**src/rtl/writeback_pkg.sv**
```systemverilog
// Shared Y86 bus/status macros and writeback types (W-register entry, status FSM states).
// Optional retire counter is enabled by defining WB_RETIRE_CNT_EN.
`ifndef WB_Y86_DEFINES
`define WB_Y86_DEFINES
`define ICODE_BUS     3:0
`define STAT_BUS      2:0
`define DATA_BUS      63:0
`define REG_ADDR_BUS  3:0
`define NREG          4'hF
`define INOP          4'h1
`define SAOK          3'd1
`define SHLT          3'd2
`define SADR          3'd3
`define SINS          3'd4
`endif

package writeback_pkg;

  typedef enum logic [1:0] {
    ST_RUN     = 2'd0,
    ST_HALTED  = 2'd1,
    ST_ERR_ADR = 2'd2,
    ST_ERR_INS = 2'd3
  } wb_state_e;

  typedef struct packed {
    logic                 valid;
    logic [`ICODE_BUS]    icode;
    logic [`STAT_BUS]     stat;
    logic [`DATA_BUS]     val_e;
    logic [`DATA_BUS]     val_m;
    logic [`REG_ADDR_BUS] dst_e;
    logic [`REG_ADDR_BUS] dst_m;
  } w_entry_t;

  function automatic w_entry_t bubble_entry();
    w_entry_t e;
    e.valid = 1'b0;
    e.icode = `INOP;
    e.stat  = `SAOK;
    e.val_e = '0;
    e.val_m = '0;
    e.dst_e = `NREG;
    e.dst_m = `NREG;
    return e;
  endfunction

endpackage

```
**src/rtl/wb_stat_fsm.sv**
```systemverilog
// Processor status FSM: leaves RUN on the edge that loads a faulting W entry and
// then stays in the fault/halt state until reset.
import writeback_pkg::*;

module wb_stat_fsm (
  input  logic             clk_i,
  input  logic             rst_i,
  input  logic             load_en,
  input  logic [`STAT_BUS] load_stat,
  output logic             run,
  output logic [`STAT_BUS] stat_o,
  output logic             halted_o
);

  wb_state_e state_reg;
  wb_state_e state_next;

  always_ff @(posedge clk_i or negedge rst_i) begin
    if (!rst_i) begin
      state_reg <= ST_RUN;
    end else begin
      state_reg <= state_next;
    end
  end

  always_comb begin
    state_next = state_reg;
    if (state_reg == ST_RUN && load_en) begin
      case (load_stat)
        `SHLT:   state_next = ST_HALTED;
        `SADR:   state_next = ST_ERR_ADR;
        `SINS:   state_next = ST_ERR_INS;
        default: state_next = ST_RUN;
      endcase
    end
  end

  always_comb begin
    run      = (state_reg == ST_RUN);
    halted_o = (state_reg != ST_RUN);
    case (state_reg)
      ST_HALTED:  stat_o = `SHLT;
      ST_ERR_ADR: stat_o = `SADR;
      ST_ERR_INS: stat_o = `SINS;
      default:    stat_o = `SAOK;
    endcase
  end

endmodule

```
**src/rtl/writeback.sv**
```systemverilog
// Y86 writeback stage: W pipeline register, register-file write enables and retire pulse.
// Defining WB_RETIRE_CNT_EN adds a 64-bit wrapping retire counter output.
import writeback_pkg::*;

module writeback (
  input  logic                 clk_i,
  input  logic                 rst_i,
  input  logic [`ICODE_BUS]    m_icode_i,
  input  logic [`STAT_BUS]     m_stat_i,
  input  logic [`DATA_BUS]     m_valE_i,
  input  logic [`DATA_BUS]     m_valM_i,
  input  logic [`REG_ADDR_BUS] m_dstE_i,
  input  logic [`REG_ADDR_BUS] m_dstM_i,
  input  logic                 w_stall_i,
  input  logic                 w_bubble_i,
  output logic [`REG_ADDR_BUS] w_dstE_o,
  output logic [`DATA_BUS]     w_valE_o,
  output logic                 w_weE_o,
  output logic [`REG_ADDR_BUS] w_dstM_o,
  output logic [`DATA_BUS]     w_valM_o,
  output logic                 w_weM_o,
  output logic [`STAT_BUS]     stat_o,
  output logic                 halted_o,
  output logic                 retired_o
`ifdef WB_RETIRE_CNT_EN
  ,
  output logic [`DATA_BUS]     retire_cnt_o
`endif
);

  w_entry_t         w_reg;
  w_entry_t         w_next;
  logic             retired_reg;
  logic             retired_next;
  logic             run;
  logic             load_en;
  logic [`STAT_BUS] load_stat;
  logic             we_ok;
  logic             unused_icode;

  // Once the FSM leaves RUN nothing loads, so the faulting entry stays frozen in W.
  assign load_en   = run && !w_stall_i;
  assign load_stat = w_bubble_i ? `SAOK : m_stat_i;

  wb_stat_fsm u_stat_fsm (
    .clk_i     (clk_i),
    .rst_i     (rst_i),
    .load_en   (load_en),
    .load_stat (load_stat),
    .run       (run),
    .stat_o    (stat_o),
    .halted_o  (halted_o)
  );

  always_comb begin
    w_next = w_reg;
    if (w_bubble_i) begin
      w_next = bubble_entry();
    end else begin
      w_next.valid = 1'b1;
      w_next.icode = m_icode_i;
      w_next.stat  = m_stat_i;
      w_next.val_e = m_valE_i;
      w_next.val_m = m_valM_i;
      w_next.dst_e = m_dstE_i;
      w_next.dst_m = m_dstM_i;
    end
  end

  assign retired_next = load_en && !w_bubble_i && (m_stat_i == `SAOK);

  always_ff @(posedge clk_i or negedge rst_i) begin
    if (!rst_i) begin
      w_reg       <= bubble_entry();
      retired_reg <= 1'b0;
    end else begin
      if (load_en) begin
        w_reg <= w_next;
      end
      retired_reg <= retired_next;
    end
  end

  assign w_dstE_o  = w_reg.dst_e;
  assign w_valE_o  = w_reg.val_e;
  assign w_dstM_o  = w_reg.dst_m;
  assign w_valM_o  = w_reg.val_m;
  assign retired_o = retired_reg;

  // Same destination on both ports (popq %rsp): the memory value wins.
  assign we_ok   = w_reg.valid && (w_reg.stat == `SAOK) && run;
  assign w_weM_o = we_ok && (w_reg.dst_m != `NREG);
  assign w_weE_o = we_ok && (w_reg.dst_e != `NREG) && (w_reg.dst_e != w_reg.dst_m);

  assign unused_icode = ^w_reg.icode;

`ifdef WB_RETIRE_CNT_EN
  logic [`DATA_BUS] retire_cnt_reg;

  always_ff @(posedge clk_i or negedge rst_i) begin
    if (!rst_i) begin
      retire_cnt_reg <= '0;
    end else if (retired_next) begin
      retire_cnt_reg <= retire_cnt_reg + 64'd1;
    end
  end

  assign retire_cnt_o = retire_cnt_reg;
`endif

endmodule

```
**config.mk**
```make
export PLATFORM = sky130hd
export DESIGN_NAME = writeback
export DESIGN_NICKNAME = d
export VERILOG_FILES = /design/src/rtl/writeback_pkg.sv /design/src/rtl/wb_stat_fsm.sv /design/src/rtl/writeback.sv
export SDC_FILE = /design/constraint.sdc
export NUM_CORES = 1
export LEC_CHECK = 0
export ABC_AREA = 0
export CAP_MARGIN = 15
export CORE_MARGIN = 4
export CORE_UTILIZATION = 45
export CTS_BUF_LIST = sky130_fd_sc_hd__clkbuf_8 sky130_fd_sc_hd__clkbuf_16
export DETAILED_ROUTE_END_ITERATION = 8
export PLACE_DENSITY = 0.83
export SETUP_SLACK_MARGIN = 0.15
export SLEW_MARGIN = 20
export SYNTH_ARGS = -nofsm -noshare
export SYNTH_HDL_FRONTEND = slang
export SYNTH_HIERARCHICAL = 1
export SYNTH_SLANG_ARGS = --single-unit
```
**constraint.sdc**
```tcl
create_clock -name clk_i -period 3.82 [get_ports clk_i]
set_input_delay 0.955 -clock clk_i [delete_from_list [all_inputs] [get_ports clk_i]]
set_output_delay 0.955 -clock clk_i [all_outputs]
set_load 0.1 [all_outputs]
```
-- Word-level counts from Yosys, hierarchy flattened
Index checks and enable logic that the tools add are counted.
- register bits: 143
- input bits: 147
- output and inout bits: 143
- word-level logic and storage cells: 36
- equal/unequal tests: 11
- multiplexer cells: 4
- reduce and logical (&&, ||, !) cells: 13
- operators by type and width (kind ; count):
    $mux 144 ; 1
    $logic_and 1x1->1 ; 9
    $pmux 3 s3 ; 1
    $ne 4x4->1 const B ; 2
    $eq 3x1->1 const B ; 2
    $eq 3x2->1 const B ; 2
    $pmux 2 s3 ; 1
    $eq 2x2->1 const B ; 2
    $ne 4x4->1 ; 1
    $eq 3x3->1 const B ; 1
    $mux 3 ; 1
    $eq 2x1->1 const B ; 1
    $logic_not 1->1 ; 2
    $logic_not 2->1 ; 1
    $reduce_bool 2->1 ; 1

-- Logic depth before layout (Yosys ltp)
- depth in word-level cells: 5
- depth in mapped cells: 9
- depth with buffers taken out: 6

-- Hierarchy
Netlist, hierarchy kept.
- by module, submodules not included (module ; times used ; cells each ; area an instance (sq um) ; seq. area each (sq um)):
    writeback ; 1 ; 755 ; 7055.5 ; 3539.6
    wb_stat_fsm ; 1 ; 17 ; 171.4 ; 50.0

-- Worst setup path before layout
OpenSTA, ideal clock, no wires.
- kind: reg2out
- start point: reg u_stat_fsm.state_reg[0]
- end point: out w_weE_o
- arrival: 2.885 ns
- data required time: 2.865 ns
- setup slack: -0.020 ns
- cell stages (with the launch flop): 5
- buffers on the path: 0
- path through: dfrtp_1 > inv_1 > ha_1 > nand2_1 > nor3_1
- word-level cells in the longest chain between the ends: 4
- ends and longest elaborated chain (element ; RTL line ; text):
    from (decl) ; wb_stat_fsm.sv:15 ; wb_state_e state_reg;
    from (signal assigned) ; wb_stat_fsm.sv:22 ; state_reg <= state_next;
    $logic_not 2->1 ; wb_stat_fsm.sv:39 ; run = (state_reg == ST_RUN);
    via run ; writeback.sv:35 ; logic run;
    $logic_and 1x1->1 ; writeback.sv:91 ; assign we_ok = w_reg.valid && (w_reg.stat == `SAOK) && run;
    $logic_and 1x1->1 (2 in a row) ; writeback.sv:93 ; assign w_weE_o = we_ok && (w_reg.dst_e != `NREG) && (w_reg.dst_e != w_reg.dst_m);
    to (decl) ; writeback.sv:18 ; output logic w_weE_o,
The timed path passes the listed nets, and every way through them passes these cells.

-- Final worst setup path
- start point: reg w_reg, in the netlist w_valM_o[23]
- end point: out w_valM_o[23]
- RTL lines (element ; RTL line ; text):
    from (decl) ; writeback.sv:31 ; w_entry_t w_reg;
    from (signal assigned) ; writeback.sv:74 ; w_reg <= bubble_entry();
    from (signal assigned) ; writeback.sv:78 ; w_reg <= w_next;
    to (decl) ; writeback.sv:20 ; output logic [`DATA_BUS] w_valM_o,
No word-level cell between the ends.

==> reports/metrics.yaml <==
worst_hold_path:
  holdCritPathClass: "register to register"
timing:
  rsz0062_at_grt: "false"
  min_period_ns: 2.91
  skew_ns: 0.00975
  fmax_mhz: 344
  hold_viol: 0
  post-route-period-util_pct: 76.1
  tightest_slew_ns: 1.03
  max_slew_margin_pct: 31.2
  slew_viol_final: 0
  timing.setup.tns_ns: 0
  setup_viol: 0
  whs_ns: 0.459
placed_design:
  place.gp.congestion: 0.777
  portBuffers: 285
  dp_cells: 1098
  dpl_cell_area_sq_um: 9090
  dp.final_hpwl_um: 12000
floorplan:
  die_y_um: 135
  initial_utilization_pct: 45.7
  fp-row-count: 46
  io_pins: 290
  dieArea_sq_um: 18200
  die_w_um: 135
  coreArea_sq_um: 15800
grt:
  grt_usage_pct: 18.6
  grt_start_max_net_pins: 90
  grt_pass1_vias: 4981
  antenna_found_initial: 0
  overflow: 0
  grt_pass1_wl_um: 26600
logic_synthesis:
  synth-seq-cells: 143
  syn_area_sq_um: 7230
  synth_warnings: 6
  synth_nets: 922
  ys_types: 30
  postSynthCellCount: 772
  yosysSeqAreaShare_pct: 49.7
  syn_avg_cell_area_sq_um: 9.36
clock_network:
  cts_tree: "done"
  htreeDepth: 4
  numCtsBuffers: 17
  path_clk_slew_ns: 0.06
  clockBufferDepth: 2
  cts_setup_buffers: 0
  cts-root-buf: "clkbuf_16"
  ctsResizeCount: 0
  ctsHoldBuffers: 0
  clk_latency_ns: 0.41
  clock-sinks: 143
cells_and_area:
  diodes: 0
  fin_area_sq_um: 9690
  area.growth.synth_to_final_pct: 34.0
  fin_cells: 1130
  multi_input_area_sq_um: 2310
  fillers: 1351
  final_layout_size_suffix_gt1_share_pct: 7.88
  fin_nets: 1051
  regArea_sq_um: 3590
worst_setup_path:
  criticalPathCategory: "register to primary output"
  worstPathRequired_ns: 2.86
  worst_path_dominant_cell_family: "buffers and inverters"
  critical-path-max-stage-delay_ns: 1.17
  cp.arrival_ns: 1.95
  cp_num_buf_inv: 1
  startpoint_type: "register"
  worst_setup_path_end_kind: "primary output"
  slowest_stage: "clkdlybuf4s50_1"
  crit_chain: "clkdlybuf4s50_1"
  path_max_fanout: 2
run:
  cap_viol_max_count: 0
route:
  ant_nets: 0
  vias_per_cell: 4.51
  first_pass_iters: 4
  wl_per_cell_um: 15.0
  first_iter_violations: 192
  wl_um: 16900
  vias: 5093
  drc: 0
outcome:
  outcome: "complete, no violations"
-- synthesized netlist by cell type --
cell type	count	area [sq um]
a21oi_1	1	5.00
a41oi_1	1	8.76
a41oi_2	1	16.3
and4_1	1	8.76
buf_2	4	20.0
buf_4	137	1030
buf_6	16	180
clkbuf_1	25	93.8
dfrtp_1	134	3350
dfstp_2	9	236
ha_1	3	37.5
inv_1	3	11.3
inv_2	1	3.75
mux2_2	2	22.5
nand2_1	150	563
nand2b_1	130	813
nand3b_1	2	15.0
nor2b_1	2	12.5
nor3_1	1	5.00
nor4_1	1	6.26
nor4_2	1	12.5
nor4bb_1	1	10.0
o21ai_0	26	130
o21ai_1	110	551
o21ai_2	1	8.76
o2bb2ai_1	1	8.76
or2_2	2	12.5
or3b_1	1	8.76
xnor2_1	1	8.76
xor2_1	4	35.0
-- stage by stage --
step | setup slack [ns] | utilization, %
floorplan | 0.478 | -
global placement | 1.17 | 57.4
detailed placement | 1.16 | 57.4
CTS | 0.876 | 61.2
global route | 0.778 | 61.2
finish | 0.911 | 61.2
-- area by class of cell --
class                      count  share of cell area [%]
clock buffer                  17                    4.39
clock inverter                15                    1.74
inverter                       4                   0.155
multi-input combinational    443                    23.9
sequential                   143                    37.1
tap                          216                    2.79
timing repair buffer         292                    30.0
-- layout by cell type (no fill, tap or decap), types with 3 or more instances in the layout --
cell type        instances
clkbuf_16               17
inv_1                    6
o21ai_0                 26
ha_1                     3
nand2b_1               129
dfrtp_1                134
clkdlybuf4s50_1        268
inv_6                    3
buf_12                   3
o21ai_1                110
dfstp_2                  9
buf_4                   20
clkinvlp_4               3
nand2_1                150
xor2_1                   4
bufinv_16                3
-- per-layer routing --
layer | vias up | part of all wire [%] | GRT usage, %
met5 | - | 0 | 0
met4 | 0 | 1.6 | 6.62
met3 | 18 | 6.1 | 4.62
met2 | 132 | 52 | 31.8
met1 | 2367 | 40 | 22.9
li1 | 2576 | - | -
-- cells by family (layout without fill, tap and decap cells) --
family	Yosys count	in the layout	share of synthesized area (%)
compound gates	141	141	10.1
simple gates	292	292	20.3
flops	143	143	49.7
mux	2	2	0.312
buf+inv	186	328	18.5
xor+xnor	5	5	0.606
fa+ha+maj	3	3	0.519
-- worst paths after layout --
kind / startpoint / to / slack [ns] / cells past startpoint
worst max-delay path: w_valM_o[23]$_DFFE_PN0N_ / w_valM_o[23] / 0.91 / 1
worst min-delay path: w_reg[136]$_DFFE_PN1N_ / w_reg[136]$_DFFE_PN1N_ / 0.46 / 2
worst min register to register: w_reg[136]$_DFFE_PN1N_ / w_reg[136]$_DFFE_PN1N_ / 0.46 / 2
worst max register to register: u_stat_fsm/state_reg[1]$_DFFE_PN0P_ / w_reg[138]$_DFFE_PN0N_ / 1.69 / 5
max in group asynchronous: rst_i / w_valE_o[29]$_DFFE_PN0N_ / 2.42 / 2
min in group asynchronous: rst_i / w_valM_o[21]$_DFFE_PN0N_ / 0.51 / 1
Power is left out: the tool's default activity adds up to more than one toggle a clock period on the data nets, which glitch-free logic cannot reach.
